File: src/rtl/mips_pc_ir_unit_pkg.sv
// Shared constants for the multicycle MIPS PC/IR datapath slice.
//   - next-PC source encodings (PCSource)
//   - instruction register field bit positions
//   - jump target helper
package mips_pc_ir_unit_pkg;

  localparam logic [1:0] PCSRC_ALU    = 2'b00;
  localparam logic [1:0] PCSRC_ALUOUT = 2'b01;
  localparam logic [1:0] PCSRC_JUMP   = 2'b10;
  localparam logic [1:0] PCSRC_RSVD   = 2'b11;

  localparam int OP_HI    = 31;
  localparam int OP_LO    = 26;
  localparam int RS_HI    = 25;
  localparam int RS_LO    = 21;
  localparam int RT_HI    = 20;
  localparam int RT_LO    = 16;
  localparam int RD_HI    = 15;
  localparam int RD_LO    = 11;
  localparam int FUNCT_HI = 5;
  localparam int FUNCT_LO = 0;

  // J-type target: upper PC nibble, 26-bit index, word aligned (32-bit datapath).
  function automatic logic [31:0] jump_target(input logic [31:0] pc,
                                               input logic [31:0] ir);
    return {pc[31:28], ir[25:0], 2'b00};
  endfunction

endpackage

File: src/rtl/mips_wrap_counter.sv
// Free-running enabled counter with synchronous reset; wraps silently.
//   clk   : clock
//   rst   : synchronous active-high reset, clears count to 0
//   en    : increment enable
//   count : current value
module mips_wrap_counter #(
  parameter int W = 32
) (
  input  logic         clk,
  input  logic         rst,
  input  logic         en,
  output logic [W-1:0] count
);

  logic [W-1:0] r_count;

  always_ff @(posedge clk) begin
    if (rst)     r_count <= '0;
    else if (en) r_count <= r_count + 1'b1;
  end

  assign count = r_count;

endmodule

File: src/rtl/mips_pc_ir_unit.sv
// PC / IR / MDR / ALUOut datapath slice of the multicycle MIPS core.
// Selects and applies the next PC, drives the memory address, decodes IR
// fields for the control FSM and keeps debug counters.
//   Inputs : clk, rst, PCWrite, PCWriteCond, IorD, IRWrite, PCSource[1:0],
//            zero, alu_result[WIDTH], mem_rdata[WIDTH]
//   Outputs: mem_addr, pc, ir, mdr, alu_out [WIDTH]; op_code, rs, rt, rd,
//            funct, imm16 (IR slices); instr_count, cycle_count [CNT_W];
//            pc_src_err (sticky reserved-PCSource flag)
module mips_pc_ir_unit
  import mips_pc_ir_unit_pkg::*;
#(
  parameter int               WIDTH    = 32,
  parameter logic [WIDTH-1:0] RESET_PC = '0,
  parameter int               CNT_W    = 32
) (
  input  logic             clk,
  input  logic             rst,
  input  logic             PCWrite,
  input  logic             PCWriteCond,
  input  logic             IorD,
  input  logic             IRWrite,
  input  logic [1:0]       PCSource,
  input  logic             zero,
  input  logic [WIDTH-1:0] alu_result,
  input  logic [WIDTH-1:0] mem_rdata,
  output logic [WIDTH-1:0] mem_addr,
  output logic [WIDTH-1:0] pc,
  output logic [WIDTH-1:0] ir,
  output logic [WIDTH-1:0] mdr,
  output logic [WIDTH-1:0] alu_out,
  output logic [5:0]       op_code,
  output logic [4:0]       rs,
  output logic [4:0]       rt,
  output logic [4:0]       rd,
  output logic [5:0]       funct,
  output logic [15:0]      imm16,
  output logic [CNT_W-1:0] instr_count,
  output logic [CNT_W-1:0] cycle_count,
  output logic             pc_src_err
);

  logic [WIDTH-1:0] r_pc, r_ir, r_mdr, r_alu_out;
  logic             r_pc_src_err;

  logic             w_pc_en;
  logic             w_rsvd;
  logic [WIDTH-1:0] w_pc_next;

  assign w_pc_en = PCWrite | (PCWriteCond & zero);
  assign w_rsvd  = (PCSource == PCSRC_RSVD);

  // Jump target is built from pre-edge pc/ir, so a jump that coincides with
  // IRWrite still uses the instruction currently held in IR.
  always_comb begin
    w_pc_next = r_pc;
    unique case (PCSource)
      PCSRC_ALU:    w_pc_next = alu_result;
      PCSRC_ALUOUT: w_pc_next = r_alu_out;
      PCSRC_JUMP:   w_pc_next = {r_pc[WIDTH-1:28], r_ir[25:0], 2'b00};
      default:      w_pc_next = r_pc;
    endcase
  end

  always_ff @(posedge clk) begin
    if (rst) begin
      r_pc         <= RESET_PC;
      r_ir         <= '0;
      r_mdr        <= '0;
      r_alu_out    <= '0;
      r_pc_src_err <= 1'b0;
    end else begin
      r_mdr     <= mem_rdata;
      r_alu_out <= alu_result;
      if (IRWrite) r_ir <= mem_rdata;
      if (w_pc_en) begin
        if (w_rsvd) r_pc_src_err <= 1'b1;
        else        r_pc         <= w_pc_next;
      end
    end
  end

  mips_wrap_counter #(.W(CNT_W)) u_instr_cnt (
    .clk   (clk),
    .rst   (rst),
    .en    (IRWrite),
    .count (instr_count)
  );

  mips_wrap_counter #(.W(CNT_W)) u_cycle_cnt (
    .clk   (clk),
    .rst   (rst),
    .en    (1'b1),
    .count (cycle_count)
  );

  assign mem_addr   = IorD ? r_alu_out : r_pc;
  assign pc         = r_pc;
  assign ir         = r_ir;
  assign mdr        = r_mdr;
  assign alu_out    = r_alu_out;
  assign pc_src_err = r_pc_src_err;

  assign op_code = r_ir[OP_HI:OP_LO];
  assign rs      = r_ir[RS_HI:RS_LO];
  assign rt      = r_ir[RT_HI:RT_LO];
  assign rd      = r_ir[RD_HI:RD_LO];
  assign funct   = r_ir[FUNCT_HI:FUNCT_LO];
  assign imm16   = r_ir[15:0];

endmodule

File: config.mk
export PLATFORM = sky130hd
export DESIGN_NAME = mips_pc_ir_unit
export DESIGN_NICKNAME = d
export VERILOG_FILES = /design/src/rtl/mips_pc_ir_unit_pkg.sv /design/src/rtl/mips_wrap_counter.sv /design/src/rtl/mips_pc_ir_unit.sv
export SDC_FILE = /design/constraint.sdc
export NUM_CORES = 1
export LEC_CHECK = 0
export BUFFER_PORTS_ARGS = -buffer_cell sky130_fd_sc_hd__buf_2
export CAP_MARGIN = 25
export CORE_UTILIZATION = 48
export CTS_CLUSTER_DIAMETER = 120
export CTS_CLUSTER_SIZE = 8
export DETAILED_ROUTE_END_ITERATION = 6
export GPL_ROUTABILITY_DRIVEN = 0
export PLACE_DENSITY_LB_ADDON = 0.25
export SLEW_MARGIN = 20
export SYNTH_ARGS = -nofsm -noshare
export SYNTH_HDL_FRONTEND = slang
export SYNTH_SLANG_ARGS = --single-unit
File: constraint.sdc
create_clock -name clk -period 2.3 [get_ports clk]
set_clock_uncertainty 0.2 [all_clocks]
set_input_delay 0.115 -clock clk [delete_from_list [all_inputs] [get_ports clk]]
set_output_delay 0.115 -clock clk [all_outputs]
set_load 0.01 [all_outputs]
# Word level (Yosys, flattened, before mapping)
# Index checks and enable logic that the tools add are counted.
[word_totals]
ramBits = 0
in_bits = 73
n_memories = 0
output_inout_bits = 268
romBits = 0
reg_bits = 193
latch_bits = 0
[classes]
n_eq_ne = 3
n_lt_le_gt_ge = 0
n_bitwise = 4
add_sub_neg = 2
n_div = 0
multipliers = 0
reduce_logical = 6
n_shift = 0
n_mux = 2
[op_table]
columns = ["op", "count"]
rows = [
  ["$pmux 32 s3", 1],
  ["$add 32x1->32 const B", 2],
  ["$mux 32", 1],
  ["$eq 2x2->1 const B", 2],
  ["$reduce_and 4->1", 1],
  ["$reduce_and 3->1", 1],
  ["$reduce_bool 3->1", 1],
  ["$eq 2x1->1 const B", 1],
  ["$logic_not 2->1", 1],
  ["$not 1->1", 2],
  ["$reduce_and 2->1", 1],
  ["$reduce_bool 2->1", 1],
  ["$and 1x1->1", 1],
  ["$or 1x1->1", 1],
]

# Depth between registers and ports, before layout
[depth]
ltp_word = 3
depth_mapped = 8

# Hierarchy
# From an unflattened synthesis, not the netlist that was laid out.
[hier_totals]
cells_unflattened = 876
hier_area_um2 = 8386.8
[modules_own_cells]
columns = ["module", "area_per_inst_um2", "n_inst", "cells_each", "seq_area_each_um2"]
rows = [
  ["mips_pc_ir_unit", 5258.8, 1, 514, 2582.5],
  ["mips_wrap_counter", 1564.0, 2, 181, 640.6],
]

# Least setup slack after synthesis
# No wires, ideal clock.
[synth_path]
kind = "flip-flop to flip-flop"
start = "register u_cycle_cnt.r_count[3] (netlist: u_cycle_cnt.count[3])"
end = "register u_cycle_cnt.r_count[25] (netlist: u_cycle_cnt.count[25])"
arrival_time_ns = 1.882
period_less_slack_ns = 2.203
path_slack_ns = 0.097
stages_incl_launch_ff = 6
path_buffers = 1
cell_sequence = "dfxtp_1 -> nand4_2 -> or4_4 -> buf_2 -> nor3_1 -> mux2_2"
[synth_via]
elab_chain_len = 1
[synth_rtl]
columns = ["item", "line", "source"]
rows = [
  ["start: declaration", "mips_wrap_counter.sv:15", "logic [W-1:0] r_count;"],
  ["start signal: assignment", "mips_wrap_counter.sv:19", "else if (en) r_count <= r_count + 1'b1;"],
  ["$add 32x1->32", "mips_wrap_counter.sv:19", ""],
]
# No other way between the ends.
# A chain may end at the register's enable or synchronous reset.

# Worst setup path in the final report
[layout_path]
start = "register u_instr_cnt.r_count[12] (netlist: u_instr_cnt.count[12])"
end = "register u_instr_cnt.r_count[30] (netlist: u_instr_cnt.count[30])"
[layout_via]
elab_chain_len = 1
[layout_rtl]
columns = ["item", "line"]
rows = [
  ["start: declaration", "mips_wrap_counter.sv:15"],
  ["start signal: assignment", "mips_wrap_counter.sv:19"],
  ["$add 32x1->32", "mips_wrap_counter.sv:19"],
]
# No other way between the ends.

==> results.ini <==
[outcome]
outcome=complete, no violations

[sta]
maxSlewHeadroom_pct=53.2
tns_ns=0
finalHoldWorstSlack_ns=0.248
drv_slew=0
post-route-min-period_ns=2.20
finalHoldViolations=0
max_clock_freq_mhz=454
min_period_over_period_pct=95.8
tightest_slew_ns=0.701
finalSetupViolations=0

[worst_setup_path]
slowest_delay_ns=0.66
path_max_fanout=21
reg2reg_slack_ns=0.1
crit_end=u_instr_cnt.count[30]$_SDFFE_PP0P_
endpoint_kind=flop
ff2ff_path_depth=4
crit_slowest_cell=or4_4
path_class=flop to flop
critical-path-top-delay-family=simple AND/OR/NAND/NOR gates
cp-start-kind=flop
arrival_ns=2.35
crit_chain=nand4_1, or4_4, or4_1, a21oi_1
cp.required_ns=2.44
path_buf_inv=0
rr_startpoint=u_instr_cnt.count[12]$_SDFFE_PP0P_
crit_cells=4
rr_endpoint=u_instr_cnt.count[30]$_SDFFE_PP0P_
cp-startpoint=u_instr_cnt.count[12]$_SDFFE_PP0P_

[global_route]
globalRouteOverflowTotal=0
grt_pass1_wl_um=38200
antenna_found_initial=1
first_global_vias=7349
grt_max_degree=66
grt.total_usage_pct=27.3

[placement]
dp_hpwl_um=16000
dp_cells=1371
portBuffers=340

[synthesis]
syn-num-nets=962
netlist_area_um2=8140
ys_seq_area_share_pct=47.5
syn_inst=883
ys_ff_latch=193
yosys.area.top_type=dfxtp_1
yosysWarnings=0
synth_area_leaders=dfxtp_1, nor2b_1, mux2_2
ys_types=35
avgSynthCellArea_um2=9.22
synth_top_area_share_pct=47.5

[finish]
final_common_cell=buf_2
n_fill_cell=1340
syn2layout_area_growth_pct=37.0
layout.nets=1321
final_cell_mix=buf_2, dfxtp_1, nand2_1
drive_above_1_share_pct=35.5
final_cells=1476

[die]
die_area_um2=17500
core_area_um2=16600
die_h_um=132
start_util_pct=49.1
io_pins=341
die_x_um=132
rows=47

[power]
power.density_nw_per_um2=672
leakagePower_nw=5.11
irDropWorstVdd_mv=0.571

[detailed_routing]
dr.pass1.iters=5
routed_wl_um=24200
wl_per_cell_um=16.4
via_per_inst=5.29
antenna_left=0
drtIter0Drc=341
drc_errors=0
num_vias=7811

[clocking]
clkLatencyLatePin_ns=0.43
cts-root-buf=clkbuf_16
cts_buffers=17
cts.htree.levels=4
cts_tree=built
cts_sinks=193
clockBufferDepth=2
clkTransAtPathRegs_ns=0.07

[min_path]
hold_path.class=primary input to flop
hold_start=mem_rdata[20]

[flow_run]
drv_cap=0

layout make-up:
class / count / area, µm² / share of cell area, %
Antenna cell: 1 / 2.50 / 0.0224
Clock buffer: 21 / 460 / 4.13
Clock inverter: 11 / 98.8 / 0.887
Inverter: 12 / 45.0 / 0.404
Multi-Input combinational cell: 577 / 3690 / 33.1
Sequential cell: 193 / 3870 / 34.7
Tap cell: 220 / 275 / 2.47
Timing Repair Buffer: 441 / 2710 / 24.3
routing by layer:
metal  global-route usage, %  share of wire [%]  vias to the layer above  wire length, µm
met5                       0                  0                        -                0
met4                    10.5                2.5                        0              613
met3                    6.69                5.9                       39             1440
met2                    47.5                 50                      270            12100
met1                    32.4                 42                     3704            10100
li1                        -                  -                     3798                -
cells in the mapped netlist:
cell type / count
nand4_2: 2
inv_1: 12
clkbuf_1: 43
a311oi_1: 6
buf_6: 1
mux2i_1: 33
a22oi_1: 26
mux2_2: 35
or4_1: 26
nor2_1: 64
ha_1: 6
or2_2: 1
nand3_1: 20
nor2b_1: 70
xnor2_1: 11
buf_4: 44
o31ai_1: 22
buf_2: 2
xor2_1: 6
nor3b_1: 1
and4_1: 6
a21oi_1: 69
and2_1: 1
nand2_1: 75
buf_1: 11
and3_1: 3
nand2b_1: 4
nor4_1: 4
nor3_1: 7
or4_4: 2
o21ai_0: 19
dfxtp_1: 193
or3_1: 19
o211ai_1: 26
nand4_1: 13
where the power goes:
part,switching [mW],internal [mW],total [mW]
clock network,1.36,1.48,2.84
registers,0.119,3.49,3.61
logic,0.563,0.486,1.05
total,2.05,5.45,7.50
state kept, by name (all words and copies together), names as in the netlist:
| name | cells |
|---|---|
| alu_out | 32 |
| ir | 32 |
| mdr | 32 |
| pc | 32 |
| u_cycle_cnt.count | 32 |
| u_instr_cnt.count | 32 |
| pc_src_err | 1 |
worst reg2reg max path, cell delays in order, from the launching register on:
cell and delay, ns:
dfxtp_1 0.40, nand4_1 0.16, or4_4 0.66, or4_1 0.51, a21oi_1 0.19
repair_timing:
action	CTS	global route
endpoints found under the setup margin	0	7
buffers inserted	0	0
resized for setup	0	4
hold buffers	72	0
endpoints found under the hold margin	170	0
cell families after synthesis:
group           count (synthesis)  synth area share, %
compound gates                168                 12.9
xor+xnor                       17                 1.83
fa+ha+maj                       6                0.922
buf+inv                       113                 7.36
flops                         193                 47.5
mux                            68                 8.90
simple gates                  318                 20.6
worst min path at each step:
stage	cells after the start	to	slack, ns
global placement	2	mdr[24]$_SDFF_PP0_	0.14
detailed placement	2	alu_out[29]$_SDFF_PP0_	0.14
finish	3	mdr[20]$_SDFF_PP0_	0.25
global route	3	mdr[20]$_SDFF_PP0_	0.25
CTS	3	alu_out[0]$_SDFF_PP0_	0.23
floorplan	1	alu_out[0]$_SDFF_PP0_	0.04
stage by stage:
| stage | cell area, µm² | setup slack (ns) | util, % | power, mW |
|---|---|---|---|---|
| finish | 11100 | 0.0968 | 67.2 | 7.50 |
| global route | 11100 | -0.000270 | 67.2 | 7.76 |
| CTS | 11100 | 0.0896 | 67.1 | 7.52 |
| detailed placement | 9850 | 0.0939 | 59.4 | 4.62 |
| global placement | 9850 | 0.143 | 59.4 | 4.60 |
| floorplan | 8140 | 0.0972 | - | 4.22 |
Note: power is estimated with default switching activity, not from simulation.
